**src/rtl/exe_mem_pipe_reg_pkg.sv**
```systemverilog
// Shared types and constants for the EXE->MEM pipeline register (package pipe_pkg).
// Optional feature macro used by the top: EXE_MEM_PIPE_REG_PERF_EN.
package pipe_pkg;

    typedef enum logic [1:0] {
        EMPTY = 2'd0,
        ONE   = 2'd1,
        TWO   = 2'd2
    } pipe_state_e;

    localparam int CTRL_WB = 0;
    localparam int CTRL_MR = 1;
    localparam int CTRL_MW = 2;

    localparam int DEF_DATA_W = 32;
    localparam int DEF_DEST_W = 4;
    localparam int DEF_CTRL_W = 3;

    localparam logic [31:0] STALL_CNT_MAX = 32'hFFFF_FFFF;

endpackage

```
**src/rtl/exe_mem_pipe_reg_skid_buf.sv**
```systemverilog
// Two-entry skid buffer (module skid_buf): main register drives the output,
// skid register absorbs one beat so in_ready can stay registered.
module skid_buf
    import pipe_pkg::*;
#(
    parameter int W = 8
) (
    input  logic         clk,
    input  logic         rst,
    input  logic         flush,
    input  logic         in_valid,
    output logic         in_ready,
    input  logic [W-1:0] in_data,
    output logic         out_valid,
    input  logic         out_ready,
    output logic [W-1:0] out_data
);

    pipe_state_e  state_r;
    pipe_state_e  state_nxt_s;
    logic [W-1:0] main_r;
    logic [W-1:0] skid_r;
    logic         in_ready_r;
    logic         in_fire_s;
    logic         out_fire_s;
    logic         load_main_in_s;
    logic         load_main_skid_s;
    logic         load_skid_s;

    assign in_fire_s  = in_valid & in_ready_r;
    assign out_fire_s = (state_r != EMPTY) & out_ready;

    // Next-state and register-load decode; flush overrides everything below reset.
    always_comb begin
        state_nxt_s      = state_r;
        load_main_in_s   = 1'b0;
        load_main_skid_s = 1'b0;
        load_skid_s      = 1'b0;
        if (flush) begin
            state_nxt_s = EMPTY;
        end else begin
            case (state_r)
                EMPTY: begin
                    if (in_fire_s) begin
                        load_main_in_s = 1'b1;
                        state_nxt_s    = ONE;
                    end else begin
                        state_nxt_s = EMPTY;
                    end
                end
                ONE: begin
                    if (in_fire_s && out_fire_s) begin
                        load_main_in_s = 1'b1;
                    end else if (in_fire_s) begin
                        load_skid_s = 1'b1;
                        state_nxt_s = TWO;
                    end else if (out_fire_s) begin
                        state_nxt_s = EMPTY;
                    end else begin
                        state_nxt_s = ONE;
                    end
                end
                TWO: begin
                    if (out_fire_s) begin
                        load_main_skid_s = 1'b1;
                        state_nxt_s      = ONE;
                    end else begin
                        state_nxt_s = TWO;
                    end
                end
                default: begin
                    state_nxt_s = EMPTY;
                end
            endcase
        end
    end

    // State, payload and registered in_ready update.
    always_ff @(posedge clk) begin
        if (rst) begin
            state_r    <= EMPTY;
            main_r     <= '0;
            skid_r     <= '0;
            in_ready_r <= 1'b1;
        end else begin
            state_r    <= state_nxt_s;
            in_ready_r <= (state_nxt_s != TWO);
            if (load_main_in_s) begin
                main_r <= in_data;
            end else if (load_main_skid_s) begin
                main_r <= skid_r;
            end
            if (load_skid_s) begin
                skid_r <= in_data;
            end
        end
    end

    assign in_ready  = in_ready_r;
    assign out_valid = (state_r != EMPTY);
    assign out_data  = main_r;

endmodule

```
**src/rtl/exe_mem_pipe_reg.sv**
```systemverilog
// EXE->MEM pipeline register with valid/ready handshake, skid buffer and flush.
// Define EXE_MEM_PIPE_REG_PERF_EN to add the saturating stall_cnt output.
module exe_mem_pipe_reg
    import pipe_pkg::*;
#(
    parameter int DATA_W = DEF_DATA_W,
    parameter int DEST_W = DEF_DEST_W,
    parameter int CTRL_W = DEF_CTRL_W
) (
    input  logic              clk,
    input  logic              rst,
    input  logic              flush,
    input  logic              in_valid,
    output logic              in_ready,
    input  logic [CTRL_W-1:0] in_ctrl,
    input  logic [DATA_W-1:0] in_alu_res,
    input  logic [DATA_W-1:0] in_val_rm,
    input  logic [DEST_W-1:0] in_dest,
    output logic              out_valid,
    input  logic              out_ready,
    output logic [CTRL_W-1:0] out_ctrl,
    output logic [DATA_W-1:0] out_alu_res,
    output logic [DATA_W-1:0] out_val_rm,
    output logic [DEST_W-1:0] out_dest
`ifdef EXE_MEM_PIPE_REG_PERF_EN
    ,
    output logic [31:0]       stall_cnt
`endif
);

    localparam int PAY_W = CTRL_W + 2 * DATA_W + DEST_W;

    logic [PAY_W-1:0]  in_pay_s;
    logic [PAY_W-1:0]  out_pay_s;
    logic [CTRL_W-1:0] main_ctrl_s;
    logic              out_valid_s;

    assign in_pay_s = {in_ctrl, in_alu_res, in_val_rm, in_dest};

    skid_buf #(
        .W(PAY_W)
    ) u_skid_buf (
        .clk      (clk),
        .rst      (rst),
        .flush    (flush),
        .in_valid (in_valid),
        .in_ready (in_ready),
        .in_data  (in_pay_s),
        .out_valid(out_valid_s),
        .out_ready(out_ready),
        .out_data (out_pay_s)
    );

    assign {main_ctrl_s, out_alu_res, out_val_rm, out_dest} = out_pay_s;
    assign out_valid = out_valid_s;
    // A bubble must never write back or touch memory, so every control bit is gated.
    assign out_ctrl  = out_valid_s ? main_ctrl_s : {CTRL_W{1'b0}};

`ifdef EXE_MEM_PIPE_REG_PERF_EN
    logic [31:0] stall_cnt_r;

    // Count cycles where MEM back-pressures a valid beat; flush does not clear it.
    always_ff @(posedge clk) begin
        if (rst) begin
            stall_cnt_r <= 32'd0;
        end else if (out_valid_s && !out_ready && (stall_cnt_r != STALL_CNT_MAX)) begin
            stall_cnt_r <= stall_cnt_r + 32'd1;
        end else begin
            stall_cnt_r <= stall_cnt_r;
        end
    end

    assign stall_cnt = stall_cnt_r;
`endif

endmodule

```
**config.mk**
```make
export PLATFORM = sky130hd
export DESIGN_NAME = exe_mem_pipe_reg
export DESIGN_NICKNAME = d
export VERILOG_FILES = /design/src/rtl/exe_mem_pipe_reg_pkg.sv /design/src/rtl/exe_mem_pipe_reg_skid_buf.sv /design/src/rtl/exe_mem_pipe_reg.sv
export SDC_FILE = /design/constraint.sdc
export NUM_CORES = 1
export LEC_CHECK = 0
export CORE_MARGIN = 3
export CORE_UTILIZATION = 55
export CTS_BUF_LIST = sky130_fd_sc_hd__clkbuf_8
export DETAILED_ROUTE_END_ITERATION = 10
export HOLD_SLACK_MARGIN = 0.08
export PLACE_DENSITY_LB_ADDON = 0.12
export SLEW_MARGIN = 5
export SYNTH_ARGS = -nofsm -noshare
export SYNTH_HDL_FRONTEND = slang
export SYNTH_SLANG_ARGS = --single-unit
```
**constraint.sdc**
```tcl
create_clock -name clk -period 2.7 [get_ports clk]
set_input_delay 0.405 -clock clk [delete_from_list [all_inputs] [get_ports clk]]
set_output_delay 0.405 -clock clk [all_outputs]
set_load 0.01 [all_outputs]
```
==> flow_metrics.py, run 1 <==
metrics = {
    "setup_path": {
        "critical_path.startpoint": "u_skid_buf.state_r[0]",
        "path_max_fanout": 6,
        "crit_arrival_ns": 1.78,
        "reg2reg_slack_ns": 0.76,
        "end_kind": "primary output",
        "ff2ff_path_depth": 5,
        "critPathLaunchType": "register",
        "r2r_start": "u_skid_buf.state_r[0]",
        "worstPathRequired_ns": 2.30,
        "critical_path_class": "reg -> out",
        "r2r_end": "u_skid_buf.skid_r[0]",
    },
    "final_layout": {
        "layout-drive-gt1-share": 0.0812,
        "fin_nets": 851,
        "final_area_um2": 7590,
        "stdcell_count": 924,
        "antenna_cells": 0,
        "syn2layout_area_growth_pct": 23.9,
    },
    "min_path": {
        "hold_end": "u_skid_buf.out_data[5]",
        "min-delay-path-class": "reg -> reg",
        "hold_depth": 2,
        "worstHoldStart": "u_skid_buf.out_data[5]",
    },
    "global_routing": {
        "gr-total-overflow": 0,
        "track_usage": 0.240,
        "grt_max_degree": 89,
        "grt_pass1_vias": 5066,
        "grt_antenna_before_repair": 0,
        "grt_pass1_wl_um": 24700,
    },
    "floorplan": {
        "num_rows": 37,
        "die_h_um": 112,
        "dieArea_um2": 12400,
        "start_util": 0.580,
        "fp.coreArea_um2": 10600,
        "ios": 149,
        "die_w_um": 112,
    },
    "pwr": {
        "p_comb_frac": 0.107,
        "clock_power_share": 0.407,
        "seqPwrFrac": 0.486,
        "internal-power_mw": 3.47,
        "p_per_area_nw_per_um2": 598,
        "worst_ir_drop_vdd_mv": 0.410,
        "p_sw_mw": 1.07,
        "leakage_nw": 2.42,
        "swShare": 0.236,
    },
    "timing": {
        "finalSetupViolations": 0,
        "clock.fmax_mhz": 458,
        "finalMaxSlewViolations": 0,
        "tns_ns": 0,
        "rsz0062_at_grt": "false",
        "fin_crit_sh": 0.809,
        "hold_violations": 0,
        "slew_headroom": 0.389,
        "tightest_slew_ns": 0.916,
        "fin_ws_ns": 0.515,
        "layout_min_cycle_time_ns": 2.19,
        "skew_ns": 0.0113,
        "hold_ws_ns": 0.451,
    },
    "drt": {
        "drc_errors": 0,
        "vias": 5359,
        "drtAntennaViolNets": 0,
        "via_per_inst": 5.80,
        "wl_per_cell_um": 16.6,
        "first_pass_iters": 6,
        "drt_iter0_markers": 355,
        "finalWirelength_um": 15300,
    },
    "yosys": {
        "yosysUniqueCellTypes": 26,
        "synth_area_leaders": "dfxtp_1 47%, nand2_1 13%, a21oi_1 12%",
        "synth_warnings": 0,
        "synth_area_leader_cell": "dfxtp_1",
        "synthMuxAreaShare": 0.00163,
        "synthAdderAreaFrac": 0,
        "synth_xor_xnor_area_share": 0,
        "syn-num-nets": 802,
        "seq_area_frac_synth": 0.474,
        "synthCells": 726,
        "yosysTopAreaCellShare": 0.474,
        "syn_avg_cell_area_um2": 8.44,
        "synth_area_um2": 6130,
        "synth_ff_type": "dfxtp_1",
        "synth_compound_area_frac": 0.240,
        "synth_seq_cells": 145,
        "synth_top_family_by_area": "compound AO/OA/AOI/OAI gates",
        "synthSimpleGateAreaFrac": 0.149,
        "synth-edff-count": 0,
        "async_flop_share": 0,
    },
    "clocking": {
        "holdBufCountCts": 0,
        "cts_sinks": 145,
        "post-cts-setup-buffer-count": 0,
        "worstSkewPairLatency_ns": 0.44,
        "clkTransAtPathRegs_ns": 0.08,
        "h-tree-depth": 4,
        "cts_resized": 0,
        "clk_path_buf_depth": 2,
        "cts_buffers": 17,
        "cts_tree": "yes",
        "cts-root-buf": "clkbuf_8",
    },
    "job": {
        "cap_violations": 0,
    },
    "placed_design": {
        "port_buffers": 148,
        "gp_congestion": 0.790,
        "dp_cells": 892,
        "place_area_um2": 7150,
        "dp_slack_ns": 0.296,
        "dp_hpwl_um": 9560,
    },
    "run_status": {
        "outcome": "finished, final reports clean",
    },
}
-- synthesized netlist by cell type, types with 2 or more instances --
cell and number:
nor2_1 2, buf_4 68, nor2b_1 3, nand2_1 215, o221ai_2 14, clkbuf_1 36
buf_2 19, inv_1 2, nand3b_1 2, a21oi_1 143, buf_6 7, dfxtp_1 145
o221ai_1 57
-- cell type report --
class                      count  area, um2
multi-input combinational    449       2410
inverter                       2       7.51
tap                          136        170
clock buffer                  23        317
sequential                   145       2900
timing repair buffer         160       1660
clock inverter                 9        128
fill                         822       2960
-- cells in the final DEF (no fill, tap or decap), types with 6 or more instances in the layout --
master,count
nand2_1,214
clkdlybuf4s50_1,147
a21oi_1,143
clkbuf_8,23
o221ai_2,14
buf_4,6
o221ai_1,57
buf_12,7
dfxtp_1,145
-- critical path: stages, from the launching register on --
cell and delay, ns:
dfxtp_1 0.44, nor2_1 0.14, nor2b_1 0.19, clkdlybuf4s50_1 0.56
-- power by group through the flow --
stage	combinational (mW)	sequential (mW)	clock (mW)
global placement	0.476	2.25	0
detailed placement	0.483	2.26	0
floorplan	0.272	2.25	0
finish	0.486	2.21	1.85
CTS	0.486	2.21	1.87
global route	0.520	2.21	1.99
-- sequential cells by signal (all words and copies together), names as in the netlist --
register,count
u_skid_buf.out_data,71
u_skid_buf.skid_r,71
u_skid_buf.in_ready,1
u_skid_buf.state_r,2
-- per-stage QoR --
stage | util | total power [mW]
global placement | 0.677 | 2.73
finish | 0.719 | 4.54
global route | 0.719 | 4.72
floorplan | - | 2.52
CTS | 0.719 | 4.57
detailed placement | 0.677 | 2.74
-- how the worst max path moves through the flow --
stage	to
2_1_floorplan	u_skid_buf.skid_r[48]
3_3_place_gp	u_skid_buf.skid_r[51]
3_5_place_dp	u_skid_buf.skid_r[54]
4_1_cts	out_ctrl[1]
5_1_grt	out_ctrl[1]
6_report	out_ctrl[1]
-- cells by family after synthesis --
| group | count (synthesis) |
|---|---|
| AOI/OAI and AO/OA | 218 |
| buffers and inverters | 132 |
| muxes | 1 |
| and+or+nand+nor | 230 |
| DFF | 145 |
-- routing by layer --
layer  vias up  routed length [um]  GRT usage
met5         -                   0          0
met4         0                 332      0.102
met3        30                1110     0.0707
met2       224                7570      0.393
met1      2548                6290      0.297
li1       2557                   -          -
(Power assumes the default switching activity.)
==> inputs of run 2 (changes only) <==
--- a/config.mk
+++ b/config.mk
@@ -6,7 +6,7 @@
 export NUM_CORES = 1
 export LEC_CHECK = 0
 export CORE_MARGIN = 3
-export CORE_UTILIZATION = 55
+export CORE_UTILIZATION = 51
 export CTS_BUF_LIST = sky130_fd_sc_hd__clkbuf_8
 export DETAILED_ROUTE_END_ITERATION = 10
 export HOLD_SLACK_MARGIN = 0.08
==> constraint.sdc (replaced) <==
create_clock -name clk -period 2.2 [get_ports clk]
set_input_delay 0.33 -clock clk [delete_from_list [all_inputs] [get_ports clk]]
set_output_delay 0.33 -clock clk [all_outputs]
set_load 0.01 [all_outputs]
==> run 2 against run 1 <==
Compared with the run above:
- setup slack worse by 0.37 ns
- final area up 0.77%
- first-iteration DRC count up 11%
- routed wire length down 0.69%
- total power up 18%
- combinational power up 27%
- via count down 0.88%
- clock skew down 0.0022 ns
- register-to-register slack worse by 0.26 ns
- sequential power up 23%
- non-clock buffer count up 13
- critical endpoint is now out_ctrl[0]
==> flow_metrics.py, run 2 (synthesis gave the netlist of run 1 again) <==
metrics = {
    "final_layout": {
        "syn2layout_area_growth_pct": 24.9,
        "layout_commonest_cell": "nand2_1",
        "final_cell_mix": "214 x nand2_1, 147 x clkdlybuf4s50_1, 145 x dfxtp_1",
        "layout-drive-gt1-share": 0.0938,
        "antenna_cells": 0,
        "final_area_um2": 7650,
        "fin_nets": 864,
    },
    "drt": {
        "drc_errors": 0,
        "finalWirelength_um": 15200,
        "via_per_inst": 5.63,
        "first_pass_iters": 5,
        "drtAntennaViolNets": 0,
        "drt_iter0_markers": 395,
        "vias": 5312,
        "wl_per_cell_um": 16.1,
    },
    "clocking": {
        "cts_resized": 0,
        "h-tree-depth": 4,
        "cts_buffers": 17,
        "cts_sinks": 145,
        "post-cts-setup-buffer-count": 0,
        "clk_path_buf_depth": 2,
        "cts-root-buf": "clkbuf_8",
        "cts_tree": "yes",
        "worstSkewPairLatency_ns": 0.44,
        "clkTransAtPathRegs_ns": 0.08,
        "holdBufCountCts": 0,
    },
    "timing": {
        "slew_headroom": 0.515,
        "fin_crit_sh": 0.935,
        "clock.fmax_mhz": 486,
        "hold_violations": 0,
        "rsz0062_at_grt": "false",
        "skew_ns": 0.00910,
        "tns_ns": 0,
        "hold_ws_ns": 0.429,
        "tightest_slew_ns": 0.728,
        "finalSetupViolations": 0,
        "finalMaxSlewViolations": 0,
        "layout_min_cycle_time_ns": 2.06,
    },
    "pwr": {
        "worst_ir_drop_vdd_mv": 0.514,
        "clock_power_share": 0.381,
        "p_per_area_nw_per_um2": 702,
        "leakage_nw": 2.47,
        "p_sw_mw": 1.28,
        "seqPwrFrac": 0.504,
        "internal-power_mw": 4.09,
        "report.power.total_mw": 5.37,
        "swShare": 0.238,
        "p_comb_frac": 0.115,
    },
    "job": {
        "cap_violations": 0,
    },
    "floorplan": {
        "ios": 149,
        "num_rows": 39,
        "die_w_um": 116,
        "dieArea_um2": 13400,
        "start_util": 0.530,
        "die_h_um": 116,
        "fp.coreArea_um2": 11600,
    },
    "placed_design": {
        "gp_congestion": 0.787,
        "place_area_um2": 7250,
        "port_buffers": 148,
        "dp_hpwl_um": 9880,
    },
    "setup_path": {
        "critPathLaunchType": "register",
        "crit_arrival_ns": 1.73,
        "path_max_fanout": 6,
        "worstPathRequired_ns": 1.87,
        "end_kind": "primary output",
        "critical_path_class": "reg -> out",
    },
    "global_routing": {
        "grt_max_degree": 69,
        "grt_pass1_vias": 5081,
        "grt_antenna_before_repair": 1,
        "grt_pass1_wl_um": 24400,
        "track_usage": 0.228,
        "gr-total-overflow": 0,
    },
    "min_path": {
        "min-delay-path-class": "in -> reg",
    },
    "run_status": {
        "outcome": "finished, final reports clean",
    },
}
## run 2: cell count changes in the layout (fill, tap and decap cells not counted), sizes merged
cell	previous run	this run
buf	13	26
bufinv	3	1
clkbuf	23	25
clkinvlp	2	0
inv	3	4
## run 2: critical path: stages (launching register included)
cell and delay [ns]:
dfxtp_1 0.43, nor2_1 0.14, nor2b_1 0.17, clkdlybuf4s50_1 0.56
## run 2: final cells by class
type | count | area (um2)
flip-flops and latches | 145 | 2900
fillers | 955 | 3910
clock inverters | 6 | 52.6
inverters | 2 | 7.51
multi-input cells | 449 | 2410
clock buffers | 25 | 344
repair buffers | 173 | 1750
well taps | 143 | 179
## run 2: stage by stage
stage	std cells	util	setup slack, ns
5_1_grt	943	0.662	0.0454
3_5_place_dp	912	0.627	0.0219
6_report	943	0.662	0.142
2_1_floorplan	726	-	0.696
4_1_cts	943	0.662	0.127
3_3_place_gp	912	0.627	0.129
## run 2: path summary, 6_finish.rpt
path                            from  slack, ns                      end  depth (start not counted)
min                              rst       0.43  u_skid_buf.out_data[29]                          2
max            u_skid_buf.state_r[0]       0.14              out_ctrl[0]                          3
max reg2reg      u_skid_buf.in_ready       0.50    u_skid_buf.skid_r[46]                          5
min reg2reg  u_skid_buf.out_data[14]       0.45  u_skid_buf.out_data[14]                          2
## run 2: routing by layer
| metal | track usage | vias to the layer above | wire length [um] |
|---|---|---|---|
| met5 | 0 | - | 5 |
| met4 | 0.0798 | 2 | 239 |
| met3 | 0.0642 | 24 | 1060 |
| met2 | 0.379 | 186 | 7320 |
| met1 | 0.285 | 2523 | 6570 |
| li1 | - | 2577 | - |
## run 2: power by group through the flow
stage	combinational [mW]	clock, mW	sequential (mW)
2_1_floorplan	0.334	0	2.76
3_3_place_gp	0.605	0	2.77
3_5_place_dp	0.614	0	2.77
4_1_cts	0.617	2.08	2.71
5_1_grt	0.660	2.19	2.71
6_report	0.616	2.05	2.71
